<file path="config.mk">
export PLATFORM = sky130hd
export DESIGN_NAME = rf_wr_arbiter_flat
export DESIGN_NICKNAME = d
export VERILOG_FILES = /design/src/rtl/rf_wr_arbiter_if.sv /design/src/rtl/rf_wr_arbiter.sv /design/src/flat_wrapper.sv
export SDC_FILE = /design/constraint.sdc
export NUM_CORES = 1
export LEC_CHECK = 0
export CAP_MARGIN = 20
export CORE_MARGIN = 5
export CORE_UTILIZATION = 40
export DETAILED_ROUTE_END_ITERATION = 8
export SYNTH_ARGS = -nofsm -noshare
export SYNTH_HDL_FRONTEND = slang
export SYNTH_SLANG_ARGS = --single-unit
</file>
<file path="constraint.sdc">
create_clock -name clk -period 2.7 [get_ports clk]
set_clock_uncertainty 0.1 [all_clocks]
set_input_delay 0.27 -clock clk [delete_from_list [all_inputs] [get_ports clk]]
set_output_delay 0.27 -clock clk [all_outputs]
set_load 0.005 [all_outputs]
</file>
<file path="src/rtl/rf_wr_arbiter_if.sv">
// Write-request, RF-write and hazard-check signals shared between the
// requesters and the register-file write arbiter.
interface rf_wr_arbiter_if #(
    parameter int AW = 5,
    parameter int DW = 32
);
    logic          r0_valid;
    logic          r0_ready;
    logic [AW-1:0] r0_addr;
    logic [DW-1:0] r0_data;
    logic          r1_valid;
    logic          r1_ready;
    logic [AW-1:0] r1_addr;
    logic [DW-1:0] r1_data;
    logic [AW-1:0] rf_a3;
    logic [DW-1:0] rf_wd;
    logic          rf_wr;
    logic [AW-1:0] chk_a1;
    logic [AW-1:0] chk_a2;
    logic          chk_pend1;
    logic          chk_pend2;
    logic          idle;

    modport master (
        output r0_valid, r0_addr, r0_data,
        output r1_valid, r1_addr, r1_data,
        output chk_a1, chk_a2,
        input  r0_ready, r1_ready,
        input  rf_a3, rf_wd, rf_wr,
        input  chk_pend1, chk_pend2, idle
    );

    modport slave (
        input  r0_valid, r0_addr, r0_data,
        input  r1_valid, r1_addr, r1_data,
        input  chk_a1, chk_a2,
        output r0_ready, r1_ready,
        output rf_a3, rf_wd, rf_wr,
        output chk_pend1, chk_pend2, idle
    );
endinterface

</file>
<file path="src/rtl/rf_wr_arbiter.sv">
// Two-requester round-robin arbiter for the single register-file write port,
// with per-requester FIFOs and combinational pending-write (RAW) checks.
module rf_wr_arbiter #(
    parameter int DEPTH = 2,
    parameter int AW    = 5,
    parameter int DW    = 32
) (
    input  logic           clk,
    input  logic           rst,
    rf_wr_arbiter_if.slave bus
);
    localparam int PW = $clog2(DEPTH);

    logic [1:0]    w_in_valid;
    logic [AW-1:0] w_in_addr   [2];
    logic [DW-1:0] w_in_data   [2];
    logic [AW-1:0] w_head_addr [2];
    logic [DW-1:0] w_head_data [2];
    logic [1:0]    w_ready;
    logic [1:0]    w_empty;
    logic [1:0]    w_grant;
    logic [1:0]    w_hit1;
    logic [1:0]    w_hit2;

    logic          r_last;
    logic          r_rf_wr;
    logic [AW-1:0] r_rf_a3;
    logic [DW-1:0] r_rf_wd;

    assign w_in_valid   = {bus.r1_valid, bus.r0_valid};
    assign w_in_addr[0] = bus.r0_addr;
    assign w_in_addr[1] = bus.r1_addr;
    assign w_in_data[0] = bus.r0_data;
    assign w_in_data[1] = bus.r1_data;

    generate
        for (genvar gi = 0; gi < 2; gi++) begin : g_fifo
            logic [PW:0]      r_wptr;
            logic [PW:0]      r_rptr;
            logic [AW-1:0]    r_mem_addr [DEPTH];
            logic [DW-1:0]    r_mem_data [DEPTH];
            logic [PW:0]      w_count;
            logic             w_push;
            logic [DEPTH-1:0] w_entry_valid;
            logic [DEPTH-1:0] w_m1;
            logic [DEPTH-1:0] w_m2;

            // Pointers carry one extra wrap bit so full and empty differ.
            assign w_count          = r_wptr - r_rptr;
            assign w_empty[gi]      = (w_count == '0);
            assign w_ready[gi]      = (w_count != (PW+1)'(DEPTH));
            assign w_push           = w_in_valid[gi] && w_ready[gi];
            assign w_head_addr[gi]  = r_mem_addr[r_rptr[PW-1:0]];
            assign w_head_data[gi]  = r_mem_data[r_rptr[PW-1:0]];

            always_ff @(posedge clk) begin
                if (rst) begin
                    r_wptr <= '0;
                    r_rptr <= '0;
                end else begin
                    if (w_push)
                        r_wptr <= r_wptr + (PW+1)'(1);
                    if (w_grant[gi])
                        r_rptr <= r_rptr + (PW+1)'(1);
                end
            end

            always_ff @(posedge clk) begin
                if (w_push) begin
                    r_mem_addr[r_wptr[PW-1:0]] <= w_in_addr[gi];
                    r_mem_data[r_wptr[PW-1:0]] <= w_in_data[gi];
                end
            end

            // A slot is live when its distance from the read pointer is below the count.
            for (genvar gj = 0; gj < DEPTH; gj++) begin : g_ent
                logic [PW-1:0] w_off;
                assign w_off             = PW'(gj) - r_rptr[PW-1:0];
                assign w_entry_valid[gj] = ({1'b0, w_off} < w_count);
                assign w_m1[gj]          = w_entry_valid[gj] && (r_mem_addr[gj] == bus.chk_a1);
                assign w_m2[gj]          = w_entry_valid[gj] && (r_mem_addr[gj] == bus.chk_a2);
            end

            assign w_hit1[gi] = |w_m1;
            assign w_hit2[gi] = |w_m2;
        end
    endgenerate

    // r_last remembers the most recent grant; the other requester wins a tie.
    logic          w_any;
    logic          w_sel;
    logic [AW-1:0] w_gnt_addr;
    logic [DW-1:0] w_gnt_data;

    assign w_grant[0] = !w_empty[0] && (w_empty[1] || r_last);
    assign w_grant[1] = !w_empty[1] && (w_empty[0] || !r_last);
    assign w_any      = |w_grant;
    assign w_sel      = w_grant[1];
    assign w_gnt_addr = w_head_addr[w_sel];
    assign w_gnt_data = w_head_data[w_sel];

    always_ff @(posedge clk) begin
        if (rst) begin
            r_rf_wr <= 1'b0;
            r_rf_a3 <= '0;
            r_rf_wd <= '0;
            r_last  <= 1'b1;
        end else begin
            r_rf_wr <= w_any && (w_gnt_addr != '0);
            if (w_any) begin
                r_last <= w_sel;
                // Writes to register 0 are consumed but never reach the RF.
                if (w_gnt_addr != '0) begin
                    r_rf_a3 <= w_gnt_addr;
                    r_rf_wd <= w_gnt_data;
                end
            end
        end
    end

    assign bus.r0_ready  = w_ready[0];
    assign bus.r1_ready  = w_ready[1];
    assign bus.rf_wr     = r_rf_wr;
    assign bus.rf_a3     = r_rf_a3;
    assign bus.rf_wd     = r_rf_wd;
    assign bus.chk_pend1 = (bus.chk_a1 != '0) &&
                           ((|w_hit1) || (r_rf_wr && (r_rf_a3 == bus.chk_a1)));
    assign bus.chk_pend2 = (bus.chk_a2 != '0) &&
                           ((|w_hit2) || (r_rf_wr && (r_rf_a3 == bus.chk_a2)));
    assign bus.idle      = (&w_empty) && !r_rf_wr;
endmodule

</file>
<file path="src/flat_wrapper.sv">
// flat-port wrapper written by rule: the top's interface ports become plain ports
module rf_wr_arbiter_flat 
#(
    parameter int DEPTH = 2,
    parameter int AW    = 5,
    parameter int DW    = 32
)
  (clk, rst, bus_r0_valid, bus_r0_addr, bus_r0_data, bus_r1_valid, bus_r1_addr, bus_r1_data, bus_chk_a1, bus_chk_a2, bus_r0_ready, bus_r1_ready, bus_rf_a3, bus_rf_wd, bus_rf_wr, bus_chk_pend1, bus_chk_pend2, bus_idle);
  rf_wr_arbiter_if #(.AW(AW), .DW(DW)) bus_i ();
  input  logic clk;
  input  logic rst;
  input wire logic [$bits(bus_i.r0_valid)-1:0] bus_r0_valid;
  input wire logic [$bits(bus_i.r0_addr)-1:0] bus_r0_addr;
  input wire logic [$bits(bus_i.r0_data)-1:0] bus_r0_data;
  input wire logic [$bits(bus_i.r1_valid)-1:0] bus_r1_valid;
  input wire logic [$bits(bus_i.r1_addr)-1:0] bus_r1_addr;
  input wire logic [$bits(bus_i.r1_data)-1:0] bus_r1_data;
  input wire logic [$bits(bus_i.chk_a1)-1:0] bus_chk_a1;
  input wire logic [$bits(bus_i.chk_a2)-1:0] bus_chk_a2;
  output wire logic [$bits(bus_i.r0_ready)-1:0] bus_r0_ready;
  output wire logic [$bits(bus_i.r1_ready)-1:0] bus_r1_ready;
  output wire logic [$bits(bus_i.rf_a3)-1:0] bus_rf_a3;
  output wire logic [$bits(bus_i.rf_wd)-1:0] bus_rf_wd;
  output wire logic [$bits(bus_i.rf_wr)-1:0] bus_rf_wr;
  output wire logic [$bits(bus_i.chk_pend1)-1:0] bus_chk_pend1;
  output wire logic [$bits(bus_i.chk_pend2)-1:0] bus_chk_pend2;
  output wire logic [$bits(bus_i.idle)-1:0] bus_idle;
  assign bus_i.r0_valid = bus_r0_valid;
  assign bus_i.r0_addr = bus_r0_addr;
  assign bus_i.r0_data = bus_r0_data;
  assign bus_i.r1_valid = bus_r1_valid;
  assign bus_i.r1_addr = bus_r1_addr;
  assign bus_i.r1_data = bus_r1_data;
  assign bus_i.chk_a1 = bus_chk_a1;
  assign bus_i.chk_a2 = bus_chk_a2;
  assign bus_r0_ready = bus_i.r0_ready;
  assign bus_r1_ready = bus_i.r1_ready;
  assign bus_rf_a3 = bus_i.rf_a3;
  assign bus_rf_wd = bus_i.rf_wd;
  assign bus_rf_wr = bus_i.rf_wr;
  assign bus_chk_pend1 = bus_i.chk_pend1;
  assign bus_chk_pend2 = bus_i.chk_pend2;
  assign bus_idle = bus_i.idle;
  rf_wr_arbiter #(.DEPTH(DEPTH), .AW(AW), .DW(DW)) u_core (.clk(clk), .rst(rst), .bus(bus_i));
endmodule
</file>
# Word-level counts from Yosys, hierarchy flattened
# Memory sizes are Yosys's and may differ from the RTL's. A register that Yosys moved wholly into a read port is not among the register bits.
# Cells that the tools add are included.
op_classes:
  reduce_logical: 36
  n_bitwise: 1
  order_cmp: 5
  n_mux: 18
  n_eq_ne: 12
  n_addsub: 10
op_table:
  columns: ["cell", "n"]
  rows:
  - ["two-way mux 32 bit", 3]
  - ["equality test 5 bit", 10]
  - ["logical AND 1 bit", 18]
  - ["two-way mux 5 bit", 3]
  - ["nonzero test 5 bit", 3]
  - ["two-way mux 1 bit", 12]
  - ["adder 2 x 1 -> 2 bit, second input constant", 4]
  - ["less-than comparator 1 x 2 -> 1 bit", 4]
  - ["OR reduction 4 bit", 2]
  - ["logical NOT 1 bit", 4]
  - ["logical NOT 2 bit", 2]
  - ["logical OR 1 bit", 4]
  - ["inequality test 2 bit, second input constant", 2]
  - ["AND reduction 2 bit", 2]
  - ["subtractor 1 bit, first input constant", 4]
  - ["subtractor 2 bit", 2]
  - [">= comparator 2 bit, second input constant", 1]
  - ["NOT 1 -> 2 bit", 1]
  - ["OR reduction 2 bit", 1]
totals:
  output_inout_bits: 43
  ram_bits: 148
  ff_bits: 47
  memories: 4
  input_bits: 88
  wordCells: 94
memory_table:
  columns: ["memory", "words", "width", "rd", "rd_clocked_by_memory_dff", "write_ports", "line_no", "text"]
  rows:
  - ["u_core.g_fifo[0].r_mem_data", 2, 32, 1, 1, 1, "rf_wr_arbiter.sv:41", "logic [DW-1:0] r_mem_data [DEPTH];"]
  - ["u_core.g_fifo[1].r_mem_data", 2, 32, 1, 1, 1, "rf_wr_arbiter.sv:41", null]
  - ["u_core.g_fifo[0].r_mem_addr", 2, 5, 3, 1, 1, "rf_wr_arbiter.sv:40", "logic [AW-1:0] r_mem_addr [DEPTH];"]
  - ["u_core.g_fifo[1].r_mem_addr", 2, 5, 3, 1, 1, "rf_wr_arbiter.sv:40", null]

# Longest topological paths before layout
depth:
  depth_word: 10
  mapped_depth: 11
  depth_no_buf: 9

# Least setup slack after synthesis
# Ideal clock, no wire load.
synth_timing:
  path_type: "register to register"
  startpoint: "register u_core.g_fifo[0].r_rptr[0]"
  endpoint: "memory u_core.g_fifo[0].r_mem_addr[0][0] (enable)"
  t_required_ns: 2.169
  synth_period_minus_slack_ns: 3.046
  stages_incl_launch_ff: 6
  n_path_buf: 0
  setup_slack_ns: -0.346
  arrival_time_ns: 2.515
  setup_ns: 0.431
  cell_sequence: "dfxtp_1 -> inv_1 -> ha_1 -> nand2_1 -> nand2_1 -> nor2_1"
synth_between:
  elab_chain_cells: 5
synth_lines:
  columns: ["element", "line_no", "text"]
  rows:
  - ["from (decl)", "rf_wr_arbiter.sv:39", "logic [PW:0] r_rptr;"]
  - ["from (signal assigned)", "rf_wr_arbiter.sv:64", "r_rptr <= r_rptr + (PW+1)'(1);"]
  - ["subtractor 2 bit", "rf_wr_arbiter.sv:49", "assign w_count = r_wptr - r_rptr;"]
  - ["inequality test 2 bit", "rf_wr_arbiter.sv:51", "assign w_ready[gi] = (w_count != (PW+1)'(DEPTH));"]
  - ["net bus_r0_ready", "flat_wrapper.sv:20", "output wire logic [$bits(bus_i.r0_ready)-1:0] bus_r0_ready;"]
  - ["logical AND 1 bit", "rf_wr_arbiter.sv:52", "assign w_push = w_in_valid[gi] && w_ready[gi];"]
  - ["two-way mux 1 bit", "rf_wr_arbiter.sv:69", "if (w_push) begin"]
  - ["two-way mux 1 bit (implied by the code)", "rf_wr_arbiter.sv:70", "r_mem_addr[r_wptr[PW-1:0]] <= w_in_addr[gi];"]
  - ["to (decl)", "rf_wr_arbiter.sv:40", null]
# The timed path passes the listed nets, and every way through them passes these cells.

# Final worst setup path
layout_timing:
  startpoint: "register u_core.g_fifo[1].r_wptr[0]"
  endpoint: "output port bus_chk_pend2"
layout_between:
  elab_chain_cells: 6
  elab_cells_between_ends: 8
  classes_between: "add/sub: 1; order compare: 2; reduce/logical: 5"
layout_lines:
  columns: ["element", "line_no", "text"]
  rows:
  - ["from (decl)", "rf_wr_arbiter.sv:38", "logic [PW:0] r_wptr;"]
  - ["from (signal assigned)", "rf_wr_arbiter.sv:62", "r_wptr <= r_wptr + (PW+1)'(1);"]
  - ["subtractor 2 bit *", "rf_wr_arbiter.sv:49", null]
  - ["less-than comparator 1 x 2 -> 1 bit", "rf_wr_arbiter.sv:79", "assign w_entry_valid[gj] = ({1'b0, w_off} < w_count);"]
  - ["logical AND 1 bit", "rf_wr_arbiter.sv:81", "assign w_m2[gj] = w_entry_valid[gj] && (r_mem_addr[gj] == bus.chk_a2);"]
  - ["OR reduction 4 bit *", "rf_wr_arbiter.sv:129", "((|w_hit2) || (r_rf_wr && (r_rf_a3 == bus.chk_a2)));"]
  - ["logical OR 1 bit *", "rf_wr_arbiter.sv:129", null]
  - ["logical AND 1 bit *", "rf_wr_arbiter.sv:128", "assign bus.chk_pend2 = (bus.chk_a2 != '0) &&"]
  - ["to (decl)", "flat_wrapper.sv:26", "output wire logic [$bits(bus_i.chk_pend2)-1:0] bus_chk_pend2;"]
# Every way passes the cells marked *; elsewhere a longest branch is shown, timed or not.

==> metrics.md <==
| Metric | Value |
|---|---|
| Worst vdd ir | 0.00102 V |
| Synth unique cells | 44 |
| Vias in the first global route | 6069 |
| Largest net degree at the start of global routing | 38 |
| HPWL after DPL | 14400 um |
| Initial antenna violation count | 2 |
| Final setup viols | 0 |
| Clock-pin slew on the worst setup and hold paths | 0.08 ns |
| Core area | 21200 um2 |
| Global route total overflow | 0 |
| Hold Path Class | input pin to flop |
| Final min period | 2.59 ns |
| TritonRoute pass-1 iters | 5 |
| Slew headroom | 0.553 |
| Row cnt | 53 |
| Gp weighted congestion | 0.864 |
| CTS tree | built |
| Sequential fraction of the synthesis area | 0.625 |
| Initial Utilization | 0.409 |
| Synth area leaders | edfxtp_1, dfxtp_1, mux2i_1, o221ai_2, xnor2_1 |
| CP Max Fanout | 3 |
| Drt wl/cell | 20.0 um |
| Ant. Diodes | 0 |
| Vias per cell | 5.37 |
| Max Freq | 387 MHz |
| Die width | 157 um |
| Power, Total | 12500 uW |
| Non-filler instance count after layout | 1060 |
| Top cell type's share of synthesized area | 0.512 |
| Worst-Margin Slew | 0.671 ns |
| Setup crit start kind | flop |
| WL final | 21200 um |
| Pwr dens | 1140 nW/um2 |
| Leak | 0.00362 uW |
| Post-synth EDFFs | 148 |
| DP Cell Count | 1025 |
| Count of nets after finishing | 866 |
| Initial detailed-routing violation count | 327 |
| DRC | 0 |
| Post-DRT Antenna Nets | 0 |
| Syn Nets | 740 |
| H-tree depth | 4 |
| Max-slew violations | 0 |
| Arrival @ worst endpoint | 2.22 ns |
| CP Data Required Time | 2.33 ns |
| I/O pins | 131 |
| Syn Area/Cell | 13.4 um2 |
| Max incr delay on CP | 0.33 ns |
| CTS buffer count | 17 |
| Synth Flop Type | edfxtp_1 |
| Clk_lat worst skew | 0.43 ns |
| Share of layout cells above drive strength 1 | 0.155 |
| Synth Instances | 646 |
| Setup CP Type | flop to primary output |
| Netlist Area Pre-Place | 8680 um2 |
| First-pass GRT wire length | 32900 um |
| Seq cells post-synth | 197 |
| Vias | 5693 |
| CTS sink count | 197 |
| YS warnings | 0 |
| Status | complete, no violations |
| Reg-to-reg setup timing slack | 0.22 ns |
| Worst setup EP type | primary output |
| Max cap viols | 0 |
| Die area | 24700 um2 |
| Die height | 157 um |
| Final Hold Viols | 0 |
| Yosys top cell by area | edfxtp_1 |
| Crit path max-delay cell type | dfxtp_2 |
| Input/output buffers | 130 |
| Ratio of final minimum period to clock period | 0.958 |
| CP cell instances | inv_2, ha_2, inv_1, ha_4, or2_2, o221ai_2, nor4_2, nor3_1, a21oi_1, buf_2 |
| Asr flop ratio synth | 0 |
| Root Buffer | clkbuf_16 |
| Longest Clk Path Bufs | 2 |
| Gr usage total | 0.174 |
| Area grow syn2layout | 26.5% |
[cell type report]
| cell class | count | area (um2) |
|---|---|---|
| Clock inverter | 15 | 158 |
| Fill cell | 1842 | 10200 |
| Inverter | 11 | 41.3 |
| Clock buffer | 17 | 425 |
| Sequential cell | 197 | 5430 |
| Timing Repair Buffer | 157 | 1520 |
| Tap cell | 275 | 344 |
| Multi-Input combinational cell | 388 | 3060 |
[kinds of logic (layout without fill, tap and decap cells)]
logic type / count (synthesis) / count (layout) / share of synthesized area
AO/OA/AOI/OAI: 125 / 125 / 0.119
flip-flops: 197 / 197 / 0.625
buffers and inverters: 61 / 200 / 0.0330
adder cells (fa/ha/maj): 6 / 6 / 0.00865
AND/OR/NAND/NOR: 124 / 124 / 0.0682
multiplexers: 77 / 77 / 0.0888
XOR/XNOR: 56 / 56 / 0.0574
[per-stage QoR]
step           setup slack, ns  hold slack [ns]  TNS [ns]   util  instance area [um2]
5_1_grt                -0.0512            0.300   -0.0663  0.517                11000
3_3_place_gp            0.0927            0.340         0  0.486                10300
6_report                 0.115            0.309         0  0.517                11000
3_5_place_dp            0.0450            0.343         0  0.486                10300
2_1_floorplan            0.254            0.239         0      -                 8680
4_1_cts                 0.0188            0.292         0  0.516                10900
[what timing repair did]
action,CTS,global route
pin swaps,2,7
setup buffers,0,3
setup endpoints to repair,3,2
gates resized for setup,12,9
hold buffers,0,0
[sequential cells by signal, indices dropped and copies added, names as in the netlist, named ones only]
name                      count
u_core.bus.rf_wd             32
u_core.r_last                 1
u_core.g_fifo.r_rptr          4
u_core.bus.rf_wr              1
u_core.g_fifo.r_wptr          4
u_core.bus.rf_a3              5
u_core.g_fifo.r_mem_data    128
u_core.g_fifo.r_mem_addr     20
[cell usage in the layout, fill, tap and decap left out, types with 31 or more instances in the layout]
cell and count:
clkdlybuf4s50_1 127, xnor2_1 33, dfxtp_1 42, mux2i_1 77, a21oi_1 39, o221ai_2 31
o21ai_1 35, nand2_1 37, edfxtp_1 148, nor3_1 41
[layer usage]
| metal | wire [um] | vias up | GRT usage | share of wire |
|---|---|---|---|---|
| li1 | - | 2702 | - | - |
| met1 | 9150 | 2789 | 0.225 | 0.43 |
| met2 | 10400 | 170 | 0.291 | 0.49 |
| met3 | 1260 | 30 | 0.0429 | 0.059 |
| met4 | 322 | 2 | 0.0520 | 0.015 |
| met5 | 20 | - | 0 | 0.00095 |
[synthesized netlist by cell type (all sizes together) (3+ instances only)]
master  number
a31oi        3
nor4         6
dfxtp       49
xnor2       34
xor2        22
buf         24
a21oi       39
nand2       37
and3         4
nor3        42
inv         11
a22o         3
nand4        6
ha           6
mux2i       77
clkbuf      26
edfxtp     148
nor2        18
nand3        3
o21ai       37
o221ai      34
[worst paths after layout]
| path | start | end | depth (start not counted) |
|---|---|---|---|
| worst min-delay path | bus_r1_data[8] | u_core.g_fifo[1].r_mem_data[1][8]$_DFFE_PP_ | 1 |
| worst min register to register | u_core.bus.rf_wd[28]$_SDFFE_PP0P_ | u_core.bus.rf_wd[28]$_SDFFE_PP0P_ | 2 |
| worst max register to register | u_core.g_fifo[0].r_rptr[0]$_SDFFE_PP0P_ | u_core.bus.rf_wd[0]$_SDFFE_PP0P_ | 9 |
| worst max-delay path | u_core.g_fifo[1].r_wptr[0]$_SDFFE_PP0N_ | bus_chk_pend2 | 10 |
[critical path: cells and delay by family, from the launching register on]
kind                     cells  cell delay, ns
AO/OA/AOI/OAI                2            0.25
adder cells (fa/ha/maj)      2            0.44
buffers and inverters        3            0.25
flip-flops                   1            0.33
AND/OR/NAND/NOR              3            0.52
[report_power, final]
group | total, uW | internal [uW] | switching [uW]
sequential | 4420 | 4040 | 379
clock | 2510 | 1320 | 1190
combinational | 5590 | 2180 | 3410
total | 12500 | 7530 | 4990
(Power assumes the default switching activity.)
